[src/rtl/st_framing_pkg.sv]
// Shared types and helpers for the delimiter-framed Avalon-ST stages.
package st_framing_pkg;

    localparam int unsigned ST_DATA_W = 8;

    // One-hot framing state, same encoding style as the delimiter inserter
    typedef enum logic [2:0] {
        OUT_PKT  = 3'b001,
        PKT_OPEN = 3'b010,
        PKT_HELD = 3'b100
    } framer_state_e;

    // Output beat payload at the default data width
    typedef struct packed {
        logic [ST_DATA_W-1:0] data;
        logic                 sop;
        logic                 eop;
    } st_beat_t;

    // Increment that sticks at the all-ones value of a width-bit counter
    function automatic logic [31:0] sat_inc(input logic [31:0] value, input int unsigned width);
        logic [31:0] limit;
        limit = (width >= 32) ? 32'hFFFF_FFFF : ((32'd1 << width) - 32'd1);
        return (value >= limit) ? value : value + 32'd1;
    endfunction

endpackage

[src/rtl/st_output_stage.sv]
// One-entry registered Avalon-ST output register with ready/valid handling.
module st_output_stage
    import st_framing_pkg::*;
#(
    parameter type beat_t = st_beat_t
) (
    input  logic  clock,
    input  logic  reset,
    input  logic  load,
    input  beat_t load_beat,
    input  logic  ready,
    output logic  valid,
    output beat_t beat,
    output logic  space_c
);

    // Register can take a new beat when empty or retiring this cycle
    assign space_c = ~valid | ready;

    // Load has priority over retire so back-to-back beats stream at full rate
    always_ff @(posedge clock) begin
        if (reset) begin
            valid <= 1'b0;
            beat  <= '0;
        end else if (load) begin
            valid <= 1'b1;
            beat  <= load_beat;
        end else if (ready) begin
            valid <= 1'b0;
        end
    end

endmodule

[src/rtl/st_delimiter_framer.sv]
// Strips SOP/EOP delimiter words and re-frames payload as Avalon-ST packets.
module st_delimiter_framer
    import st_framing_pkg::*;
#(
    parameter int unsigned WIDTH     = 8,
    parameter int unsigned CNT_WIDTH = 16
) (
    input  logic                 clock,
    input  logic                 reset,
    output logic                 in_ready,
    input  logic                 in_valid,
    input  logic [WIDTH-1:0]     in_data,
    input  logic                 in_sop,
    input  logic                 in_eop,
    input  logic                 out_ready,
    output logic                 out_valid,
    output logic [WIDTH-1:0]     out_data,
    output logic                 out_sop,
    output logic                 out_eop,
    output logic [WIDTH-1:0]     pkt_tag,
    output logic [WIDTH-1:0]     pkt_trailer,
    output logic [CNT_WIDTH-1:0] pkt_count,
    output logic [CNT_WIDTH-1:0] drop_count,
    output logic [CNT_WIDTH-1:0] err_count
);

    typedef struct packed {
        logic [WIDTH-1:0] data;
        logic             sop;
        logic             eop;
    } beat_t;

    framer_state_e    state;
    framer_state_e    state_next;
    logic [WIDTH-1:0] hold_data;
    logic             hold_first;

    logic  space_c;
    logic  accept;
    logic  is_err;
    logic  is_sop;
    logic  is_eop;
    logic  is_pay;

    logic  emit;
    beat_t emit_beat;
    beat_t out_beat;
    logic  hold_load;
    logic  hold_first_new;
    logic  tag_load;
    logic  trailer_load;
    logic  pkt_inc;
    logic  drop_inc;
    logic  err_inc;

    // Every accept, emitting or not, waits for room in the output register
    assign in_ready = ~reset & space_c;
    assign accept   = in_valid & in_ready;

    // Beat classification; both flags together is a malformed delimiter
    assign is_err = in_sop & in_eop;
    assign is_sop = in_sop & ~in_eop;
    assign is_eop = in_eop & ~in_sop;
    assign is_pay = ~in_sop & ~in_eop;

    // State register
    always_ff @(posedge clock) begin
        if (reset) begin
            state <= OUT_PKT;
        end else begin
            state <= state_next;
        end
    end

    // Next-state logic; malformed beats never move the FSM
    always_comb begin
        state_next = state;
        if (accept && !is_err) begin
            case (state)
                OUT_PKT: begin
                    if (is_sop) state_next = PKT_OPEN;
                end
                PKT_OPEN: begin
                    if (is_pay)      state_next = PKT_HELD;
                    else if (is_eop) state_next = OUT_PKT;
                end
                PKT_HELD: begin
                    if (is_eop)      state_next = OUT_PKT;
                    else if (is_sop) state_next = PKT_OPEN;
                end
                default: state_next = OUT_PKT;
            endcase
        end
    end

    // Per-accept actions: emit held beat, reload hold, capture delimiters, bump counters
    always_comb begin
        emit           = 1'b0;
        emit_beat      = '0;
        hold_load      = 1'b0;
        hold_first_new = 1'b0;
        tag_load       = 1'b0;
        trailer_load   = 1'b0;
        pkt_inc        = 1'b0;
        drop_inc       = 1'b0;
        err_inc        = 1'b0;

        emit_beat.data = hold_data;
        emit_beat.sop  = hold_first;

        if (accept) begin
            if (is_err) begin
                err_inc = 1'b1;
            end else begin
                case (state)
                    OUT_PKT: begin
                        if (is_pay)      drop_inc = 1'b1;
                        else if (is_eop) err_inc  = 1'b1;
                        else             tag_load = 1'b1;
                    end
                    PKT_OPEN: begin
                        if (is_pay) begin
                            hold_load      = 1'b1;
                            hold_first_new = 1'b1;
                        end else if (is_eop) begin
                            trailer_load = 1'b1;
                        end else begin
                            err_inc  = 1'b1;
                            tag_load = 1'b1;
                        end
                    end
                    PKT_HELD: begin
                        emit = 1'b1;
                        if (is_pay) begin
                            hold_load = 1'b1;
                        end else if (is_eop) begin
                            emit_beat.eop = 1'b1;
                            trailer_load  = 1'b1;
                            pkt_inc       = 1'b1;
                        end else begin
                            // A new SOP implicitly closes the open packet
                            emit_beat.eop = 1'b1;
                            pkt_inc       = 1'b1;
                            err_inc       = 1'b1;
                            tag_load      = 1'b1;
                        end
                    end
                    default: ;
                endcase
            end
        end
    end

    // Lookahead hold, captured delimiters and saturating status counters
    always_ff @(posedge clock) begin
        if (reset) begin
            hold_data   <= '0;
            hold_first  <= 1'b0;
            pkt_tag     <= '0;
            pkt_trailer <= '0;
            pkt_count   <= '0;
            drop_count  <= '0;
            err_count   <= '0;
        end else begin
            if (hold_load) begin
                hold_data  <= in_data;
                hold_first <= hold_first_new;
            end
            if (tag_load)     pkt_tag     <= in_data;
            if (trailer_load) pkt_trailer <= in_data;
            if (pkt_inc)  pkt_count  <= CNT_WIDTH'(sat_inc(32'(pkt_count), CNT_WIDTH));
            if (drop_inc) drop_count <= CNT_WIDTH'(sat_inc(32'(drop_count), CNT_WIDTH));
            if (err_inc)  err_count  <= CNT_WIDTH'(sat_inc(32'(err_count), CNT_WIDTH));
        end
    end

    st_output_stage #(
        .beat_t (beat_t)
    ) u_out (
        .clock     (clock),
        .reset     (reset),
        .load      (emit),
        .load_beat (emit_beat),
        .ready     (out_ready),
        .valid     (out_valid),
        .beat      (out_beat),
        .space_c   (space_c)
    );

    assign out_data = out_beat.data;
    assign out_sop  = out_beat.sop;
    assign out_eop  = out_beat.eop;

endmodule

[config.mk]
export PLATFORM = sky130hd
export DESIGN_NAME = st_delimiter_framer
export DESIGN_NICKNAME = d
export VERILOG_FILES = /design/src/rtl/st_framing_pkg.sv /design/src/rtl/st_output_stage.sv /design/src/rtl/st_delimiter_framer.sv
export SDC_FILE = /design/constraint.sdc
export NUM_CORES = 1
export LEC_CHECK = 0
export ABC_AREA = 1
export CAP_MARGIN = 20
export CORE_UTILIZATION = 55
export DETAILED_ROUTE_END_ITERATION = 12
export PLACE_DENSITY = 0.91
export SLEW_MARGIN = 30
export SYNTH_ARGS = -nofsm -noshare
export SYNTH_HDL_FRONTEND = slang
export SYNTH_SLANG_ARGS = --single-unit
[constraint.sdc]
create_clock -name clock -period 2.7 [get_ports clock]
set_input_delay 0.81 -clock clock [delete_from_list [all_inputs] [get_ports clock]]
set_output_delay 0.81 -clock clock [all_outputs]
set_load 0.01 [all_outputs]
# After elaboration in Yosys (flattened, before gate mapping)
# Index checks and enable logic that the tools add are counted.
totals:
  register_bits: 87
  word_cells: 82
classes:
  add_sub_neg: 3
  order_cmp: 3
  eq_ne: 4
  mux: 37
  n_bitwise: 14
  reduce_logical: 9
op_table:
  columns: ["operator", "n"]
  rows:
  - ["16-bit by 1-bit adder with 16-bit output, second input constant", 3]
  - ["16-bit >= comparator, second input constant", 3]
  - ["1-bit 2-to-1 mux", 31]
  - ["3-bit 2-to-1 mux", 4]
  - ["3-bit case mux with 3 select lines", 1]
  - ["2-bit AND reduction", 4]
  - ["1-bit inverter", 7]
  - ["1-bit bitwise AND", 6]
  - ["3-bit by 1-bit equality test with 1-bit output, second input constant", 1]
  - ["3-bit by 2-bit equality test with 1-bit output, second input constant", 1]
  - ["3-bit equality test, second input constant", 1]
  - ["3-bit inequality test, second input constant", 1]
  - ["3-bit OR reduction", 1]
  - ["1-bit case mux with 2 select lines", 1]
  - ["2-bit nonzero test", 1]
  - ["2-bit OR reduction", 1]
  - ["1-bit logical AND", 1]
  - ["1-bit zero test", 1]
  - ["1-bit OR", 1]

# Logic depth before layout (Yosys ltp)
depth:
  word_depth: 8
  depth_mapped: 11
  ltp_nobuf: 10

# Modules after synthesis
# From an unflattened synthesis, not the netlist that was laid out.
hier_totals:
  cells_unflattened: 648
  hier_area_um2: 4575.6
modules_own_cells:
  columns: ["mod", "instances", "cells_per_inst", "area_each_um2", "seq_area_each_um2"]
  rows:
  - ["st_delimiter_framer", 1, 600, 4187.8, 1521.5]
  - ["st_output_stage", 1, 48, 387.9, 220.2]

# Worst setup path after synthesis
# Ideal clock, no wire load.
synth_timing:
  kind: "input-to-output"
  start: "in reset"
  end: "out in_ready"
  t_arrival_ps: 1183
  required_time_ps: 1890
  slack_ps: 707
  stages: 2
  cell_sequence: "clkbuf_1 nor2_1"
synth_between:
  elab_chain_len: 2
synth_lines:
  columns: ["item", "line_no", "text"]
  rows:
  - ["start: declaration", "st_delimiter_framer.sv:9", "input logic reset,"]
  - ["1-bit inverter", "st_delimiter_framer.sv:57", "assign in_ready = ~reset & space_c;"]
  - ["1-bit bitwise AND", "st_delimiter_framer.sv:57", null]
  - ["end: declaration", "st_delimiter_framer.sv:10", "output logic in_ready,"]
# No other way between the ends.

# Worst setup path in the final report
layout_timing:
  start: "in out_ready"
  end: "out in_ready"
layout_between:
  elab_chain_len: 2
layout_lines:
  columns: ["item", "line_no", "text"]
  rows:
  - ["start: declaration", "st_delimiter_framer.sv:15", "input logic out_ready,"]
  - ["1-bit OR", "st_output_stage.sv:18", "assign space_c = ~valid | ready;"]
  - ["1-bit bitwise AND", "st_delimiter_framer.sv:57", null]
# No other way between the ends.

==> reports/qor.yml <==
status: "complete, no violations"
cts_made_buffers: 9
fin_nets: 727
wl_per_cell_um: 12.5
fin_ws_ps: 199
hold_class: "flip-flop to flip-flop"
tritoncts: "done"
final.period_utilization: 0.926
io_buffers: 89
whs_path_depth: 2
drc: 0
vdd_drop_max_mv: 0.283
netlist_area_um2: 4330
grt_max_degree: 47
fin_worst_skew_ps: 11.9
firstDrtPassIters: 5
wl_met3_um: 502
finalMaxSlewViolations: 0
critPathKind: "input port to output port"
clockBufferDepth: 2
synth_top_area_share: 0.402
synth_cell_types: 32
diodes: 0
fp.dieW_um: 90.7
final_area_um2: 5490
required_ps: 1890
finalHoldViolations: 0
boundaryPins: 90
drt_iter0_markers: 281
end_kind: "output port"
initial_core_util: 0.581
netlist_instances: 621
post_dp_cell_area_um2: 5300
power_mw: 2.34
insertion_delay_ps: 350
path_clk_slew_ps: 80
ys_ff_latch: 87
fin_util: 0.738
ys.flop_type: "dfxtp_1"
dieHeight_um: 90.7
synth_area_leaders: "dfxtp_1, nand2_1, nor2_1"
crit_path_start_kind: "input port"
min_period_ps: 2500
critPathMaxFanout: 2
grt_pass1_vias: 3916
synth_edf_count: 0
worstPathArrival_ps: 1690
detail-route-antenna-nets: 0
dp_hpwl_um: 7150
highest_layer: "met4"
core_area_um2: 7450
rows: 31
antenna_found_initial: 0
via_per_inst: 5.28
die_area_um2: 8230
area_growth_pct: 26.9
routed-wl-met2_um: 4910
ys_async_sr_fraction: 0
via_count: 4296
synth_nets: 638
routed_wl_um: 10200
wl_met1_um: 4570
layout_commonest_cell: "nand2_1"
pre_cts_ws_ps: -73.3
gp_congestion: 0.907
max-cap-violations: 0
cts_max_level: 3
post_cts_buffers: 0
r2r_cells: 7
rsz0062_at_grt: "false"
grtUsageTotal: 0.252
final_layout_size_suffix_gt1_frac: 0.0713
ys_seq_area_frac: 0.402
fmax_mhz: 400
cts-root-buf: "clkbuf_8"
tightest_slew_ps: 541
max_slew_margin: 0.636
clock-sinks: 87
layout_common_cells: "nand2_1, nor2_1, dfxtp_1, clkdlybuf4s50_1, a21oi_1"
yosys_warnings: 0
p_per_area_nw_per_um2: 425
setup_violations: 0
fin_tns_setup_ps: 0
grt.overflow.total: 0
synth_top_area_cell: "dfxtp_1"
avgSynthCellArea_um2: 6.97
p_leak_nw: 1.94
grt_first_pass_wirelength_um: 17400
==> critical path, stage by stage <==
cell and delay, ps:
clkdlybuf4s50_1 480, nor2_1 50, nor2_1 80, dlygate4sd2_1 270
==> registers in the layout, indices dropped and copies added, names as in the netlist <==
signal	cells
u_out.beat	10
pkt_tag	8
state	3
pkt_trailer	8
err_count	16
u_out.valid	1
pkt_count	16
hold_data	8
hold_first	1
drop_count	16
==> cell families after synthesis <==
family                   Yosys count  share of synthesized area
adder cells (fa/ha/maj)            3                    0.00867
XOR/XNOR                          28                     0.0566
AO/OA/AOI/OAI                    112                      0.135
flip-flops                        87                      0.402
buffers and inverters             73                     0.0708
AND/OR/NAND/NOR                  318                      0.327
==> routing by layer <==
| layer | global-route usage | vias up |
|---|---|---|
| met5 | 0 | - |
| met4 | 0.0914 | 0 |
| met3 | 0.0379 | 23 |
| met2 | 0.429 | 132 |
| met1 | 0.320 | 1953 |
| li1 | - | 2188 |
==> final cells by class <==
| type | instances | area (um2) |
|---|---|---|
| Multi-Input combinational cell | 461 | 2280 |
| Fill cell | 620 | 1950 |
| Inverter | 55 | 209 |
| Sequential cell | 87 | 1740 |
| Timing Repair Buffer | 96 | 937 |
| Tap cell | 99 | 124 |
| Clock inverter | 4 | 55.1 |
| Clock buffer | 12 | 145 |
==> power breakdown <==
part           switching (mW)  internal (mW)
sequential            0.00657           1.29
combinational          0.0836         0.0502
clock                   0.449          0.457
total                   0.539           1.80
==> worst paths after layout <==
check	start	to	slack [ps]
max	out_ready	in_ready	200
min	hold_data[3]	hold_data[3]	460
max reg2reg	err_count[1]	err_count[15]	760
min reg2reg	hold_data[3]	hold_data[3]	460
==> cells in the mapped netlist (all sizes together) (3+ instances only) <==
cell type,number
o21ai,46
nand4,14
nand3,43
clkbuf,10
buf,8
nand3b,3
dfxtp,87
nand2,156
nor3,9
nor2,92
xor2,18
xnor2,10
ha,3
inv,54
a21oi,65
==> repair_timing <==
action	4_1_cts	5_1_grt
setup endpoints to repair	1	0
gates resized for setup	1	0
hold buffers	0	0
==> through the flow <==
step	std cells	hold WS, ps
after floorplan	621	430
after global placement	798	443
after detailed placement	798	445
after CTS	814	455
after global routing	814	491
final	814	460
No activity file was read; power rests on OpenSTA's default activity.
